<file path="config.mk">
export PLATFORM = sky130hd
export DESIGN_NAME = clk_div_multi
export DESIGN_NICKNAME = d
export VERILOG_FILES = /design/src/rtl/clk_div_multi.sv
export SDC_FILE = /design/constraint.sdc
export NUM_CORES = 1
export LEC_CHECK = 0
export ABC_AREA = 1
export CORE_MARGIN = 2
export CORE_UTILIZATION = 38
export DETAILED_ROUTE_END_ITERATION = 6
export PLACE_DENSITY = 0.65
export SYNTH_ARGS = -nofsm -noshare
export SYNTH_HDL_FRONTEND = slang
export SYNTH_SLANG_ARGS = --single-unit
</file>
<file path="constraint.sdc">
create_clock -name CLK -period 9.6 [get_ports CLK]
set_input_delay 1.92 -clock CLK [delete_from_list [all_inputs] [get_ports CLK]]
set_output_delay 1.92 -clock CLK [all_outputs]
set_load 0.01 [all_outputs]
</file>
<file path="src/rtl/clk_div_multi.sv">
// clk_div_multi: multi-channel clock-enable and divided-clock generator.
// Every channel divides the system clock by a runtime ratio with a runtime
// starting phase. All channels realign together on RST or SYNC, and LOCKED
// reports that the outputs have run undisturbed for LOCK_DLY edges.
module clk_div_multi #(
  parameter int CHANNELS  = 4,
  parameter int CNT_WIDTH = 8,
  parameter int LOCK_DLY  = 16
) (
  input  logic                            CLK,
  input  logic                            RST,
  input  logic [CHANNELS*CNT_WIDTH-1:0]   DIV,
  input  logic [CHANNELS*CNT_WIDTH-1:0]   PHASE,
  input  logic [CHANNELS-1:0]             EN,
  input  logic                            SYNC,
  output logic [CHANNELS-1:0]             CE,
  output logic [CHANNELS-1:0]             CLK_OUT,
  output logic                            LOCKED
);

  localparam logic [CNT_WIDTH-1:0] CNT_ONE  = CNT_WIDTH'(1);
  localparam logic [CNT_WIDTH:0]   WIDE_ONE = (CNT_WIDTH+1)'(1);
  localparam logic [15:0]          LOCK_MAX = 16'(LOCK_DLY);

  // RST and SYNC behave identically: both reload every channel.
  logic load;
  assign load = RST | SYNC;

  for (genvar i = 0; i < CHANNELS; i++) begin : g_chan
    logic [CNT_WIDTH-1:0] div_in;
    logic [CNT_WIDTH-1:0] phase_in;
    logic [CNT_WIDTH-1:0] period_load;
    logic [CNT_WIDTH-1:0] phase_load;
    logic [CNT_WIDTH-1:0] period;
    logic [CNT_WIDTH-1:0] last;
    logic [CNT_WIDTH-1:0] cnt;
    logic [CNT_WIDTH-1:0] cnt_next;
    logic [CNT_WIDTH:0]   high_len;
    logic                 ce_q;
    logic                 clk_out_q;

    assign div_in   = DIV[i*CNT_WIDTH +: CNT_WIDTH];
    assign phase_in = PHASE[i*CNT_WIDTH +: CNT_WIDTH];

    // Clamp the loaded ratio to at least 1 and the phase into the period;
    // derive the wrapped counter and the ceil(P/2) high length one bit wider.
    always_comb begin
      period_load = (div_in == '0) ? CNT_ONE : div_in;
      phase_load  = (phase_in > (period_load - CNT_ONE)) ? (period_load - CNT_ONE) : phase_in;
      last        = period - CNT_ONE;
      cnt_next    = (cnt == last) ? '0 : (cnt + CNT_ONE);
      high_len    = ({1'b0, period} + WIDE_ONE) >> 1;
    end

    // Channel state: reload on a load edge, otherwise free-run the counter
    // and register the gated strobe and square wave from the next count.
    always_ff @(posedge CLK) begin
      if (load) begin
        period    <= period_load;
        cnt       <= phase_load;
        ce_q      <= 1'b0;
        clk_out_q <= 1'b0;
      end else begin
        cnt       <= cnt_next;
        ce_q      <= EN[i] && (cnt_next == last);
        clk_out_q <= EN[i] && ({1'b0, cnt_next} < high_len);
      end
    end

    assign CE[i]      = ce_q;
    assign CLK_OUT[i] = clk_out_q;
  end

  logic [15:0] lock_cnt;
  logic [15:0] lock_next;

  // Saturating count of non-load edges since the last load.
  always_comb begin
    lock_next = (lock_cnt == LOCK_MAX) ? LOCK_MAX : (lock_cnt + 16'd1);
  end

  // Lock tracker: cleared by any load, raised once the count saturates.
  always_ff @(posedge CLK) begin
    if (load) begin
      lock_cnt <= '0;
      LOCKED   <= 1'b0;
    end else begin
      lock_cnt <= lock_next;
      LOCKED   <= (lock_next == LOCK_MAX);
    end
  end

endmodule
</file>
==> results.md <==
- Number of global-route vias before repair: 7073
- Layout cells sized above 1: 0.05397
- Seq cells post-synth: 89
- Worst slew pin tran: 0.6077 ns
- Setup tns final: 0 ns
- # resized after CTS: 0
- GRT busiest layer: met2
- Site Rows: 53
- Port Buf Inserts: between 70 and 80
- Maximum VDD drop: 0.07837 mV
- Die width: 151.4 um
- Final wirelength: roughly 20000 um
- Number of DRC markers in iteration 0: 475
- CP dominant cell by count: nand2_1
- Final Hold Viols: 0
- I/O Pins: 80
- Critical Path, Cell by Cell: clkdlybuf4s50_1 > nor2_1 > inv_1 > nor2_1 > a31oi_1 > ha_1 > nand2_1 > nor3_1 > xor2_1 > inv_1 > ha_1 > nand2_1 > nor2_1 > nand2_1 > o211ai_1 > nand2_1 > inv_1 > nand2_1 > o211ai_1 > o21ai_0
- CP Capture Point: g_chan[0].cnt[4]
- Slowest cell delay on critical path: 0.54 ns
- Crit path depth: 20
- Max Cap Viol: 0
- Clk_lat worst skew: ~0.35 ns
- DPL Wire Length: between 15000 and 20000 um
- WP data arrival: between 5 and 6 ns
- Drt pass-1 iters: 5
- Root Driver: clkbuf_16
- Status: finished, final reports clean
- Final Core Density: 0.4486
- Hold Crit Class: reg -> reg
- Top_reg_cell synth: dfxtp_1
- Worst Slack Setup Final: 4.655 ns
- Filler Cells Inserted: 2214
- Max Clock Freq: 202.2 MHz
- M2 GR Usage: 0.3063
- Worst r2r src: g_chan[3].period[0]
- Core area: 21150 um^2
- Lkg Pwr: roughly 4.5 nW
- Post-Layout Cell Count: 1572
- Clock slew at reported path FFs: 0.07 ns
- CTS tree: done
- DR vias: 7633
- Final-report setup violation count: 0
- Shortest period the worst path allows: 4.945 ns
- Slew headroom: 0.5944
- Nets: 1435
- Synthesized Nets: 1394
- Slowest CP cell: clkdlybuf4s50_1
- Crit-path max FO: 12
- Drt wl/cell: 12.68 um
- M1 GR Usage: 0.2376
- Distinct cell type count after synthesis: 40
- Post-route ant nets: 0
- M3 GR Usage: 0.02500
- Worst reg-to-reg setup slack: 6.73 ns
- EDFF count, synth: 32
- R2R cell count: 14
- Area Growth Syn to Fin: 14.89%
- Synth Instances: 1251
- Initial Util: 0.3904
- Critical setup path kind: in -> reg
- Gpl congestion: around 0.88
- Tot GR Track Use: 0.1806
- First-pass GRT wire length: 32950 um
- Post-route DRC: 0
- Post-synthesis sequential area ratio: 0.2545
- Total gr overflow: 0
- Final worst path period share: 0.5151
- Syn Area/Cell: 6.602 um^2
- Die Area: 22930 um^2
- Crit path max-delay family: buffers and inverters
- Worst Setup SP: DIV[4]
- Clock sinks: a little under 90
- Crit. End Element: register
- Hold Buf Count CTS: 0
- Setup bufs post-CTS: 0
- DP Cell Count: 1556
- End of the worst register-to-register path: g_chan[3].clk_out_q
- CTS Buf Count: 9
- Worst setup SP type: input port
- Initial antenna violation count: 0
- Die height: between 150 and 200 um
- H-tree levels: 3
- N_diodes: 0
- Pwr dens: 143.5 nW/um^2
- Synth warn: 0
- Asr flop ratio synth: 0
- Critical Path RT: 9.81 ns
- Clock Skew: 0.009286 ns
- Largest net degree at the start of global routing: 54
- Avg Vias per Cell: 4.856
- RSZ-0062 raised after global routing: false
- WP buf/inv: 4
- Dpl ws: 4.320 ns
- Max Slew Vio Count: 0
- Synth Cell Area: 8259 um^2
- Clk buf depth: 2
## layer usage
layer,part of all wire,up-vias
met1,0.47,3374
met3,0.046,23
met4,0.017,0
li1,-,4106
met5,0,-
met2,0.47,130
## sequential cells by signal (all words and copies together), names as in the netlist
| name | flops |
|---|---|
| g_chan.cnt | 32 |
| g_chan.period | 32 |
| lock_cnt | 16 |
| g_chan.ce_q | 4 |
| g_chan.clk_out_q | 4 |
| LOCKED | 1 |
## through the flow
step                       power, W  hold WS [ns]  instance area (um^2)
after global routing       0.001472        0.5715                  9489
after floorplan           0.0008665        0.4939                  8259
final                      0.001362        0.5419                  9489
after CTS                  0.001372        0.5347                  9489
after global placement    0.0009964        0.5155                  9189
after detailed placement   0.001006        0.5207                  9189
## area by class of cell
cell class | instances | area (um^2) | share of cell area
Sequential cell | 89 | 2102 | 0.2215
Inverter | 203 | 763.2 | 0.08043
Multi-Input combinational cell | 908 | 5174 | 0.5452
Timing Repair Buffer | 81 | 805.8 | 0.08492
Clock buffer | 13 | 260.3 | 0.02743
Clock inverter | 3 | 40.04 | 0.004219
Tap cell | 275 | 344.1 | 0.03626
## cells in the mapped netlist (3+ instances only)
master    number  share of area
nor3_1        22          0.013
ha_1          72           0.11
nand3b_1       4         0.0036
nand2_1      290           0.13
xnor2_1       21          0.022
a21oi_1       35          0.021
nand2_2       12         0.0091
buf_4          8         0.0073
nand3_2        3         0.0036
nor3_2         4         0.0048
nand4_1       30          0.023
nor2_1       125          0.057
a31oi_1        4         0.0030
nor4_1         4         0.0030
edfxtp_1      32           0.12
clkbuf_1      40          0.018
clkinv_1       5         0.0023
or2_2          3         0.0023
xor2_1        59          0.063
o21ai_1        4         0.0024
o211ai_1      23          0.021
o21ai_0       66          0.040
nor2_2        11         0.0083
inv_2         11         0.0050
inv_1        187          0.085
nand3_4        4         0.0085
dfxtp_1       57           0.14
o21bai_1       4         0.0036
nand3_1       96          0.058
or2_1          3         0.0023
## kinds of logic (layout without fill, tap and decap cells)
family          Yosys count  count (layout)  share of synthesized area
xor+xnor                 81              81                    0.08756
simple gates            615             615                     0.3345
buf+inv                 254             300                     0.1194
compound gates          140             140                    0.09499
fa+ha+maj                72              72                     0.1091
flops                    89              89                     0.2545
## worst min-delay path, delay by kind of cell, from the launching register on
family / cells / cell delay (ns)
DFF: 1 / 0.33
AOI/OAI and AO/OA: 2 / 0.16
## where the power goes
group          switching [W]  internal, W
clock               0.000149     0.000216
sequential         0.0000455     0.000432
combinational       0.000312     0.000208
## cells in the final DEF (no fill, tap or decap), types with 9 or more instances in the layout
cell	instances
nand2_1	290
inv_2	11
nor3_1	22
nand2_2	12
xor2_1	59
dfxtp_1	57
nand4_1	30
nand3_1	96
a21oi_1	35
inv_1	187
clkdlybuf4s50_1	79
nor2_1	124
clkbuf_16	9
edfxtp_1	32
nor2_2	12
xnor2_1	21
o211ai_1	23
o21ai_0	66
ha_1	72
## worst min-delay path by stage
stage,startpoint,endpoint,cells past startpoint
2_1_floorplan,lock_cnt[4],lock_cnt[4],2
3_3_place_gp,lock_cnt[5],lock_cnt[5],2
3_5_place_dp,lock_cnt[4],lock_cnt[4],2
4_1_cts,lock_cnt[4],lock_cnt[4],2
5_1_grt,lock_cnt[4],lock_cnt[4],2
6_report,lock_cnt[4],lock_cnt[4],2
No activity file was read; power rests on OpenSTA's default activity.
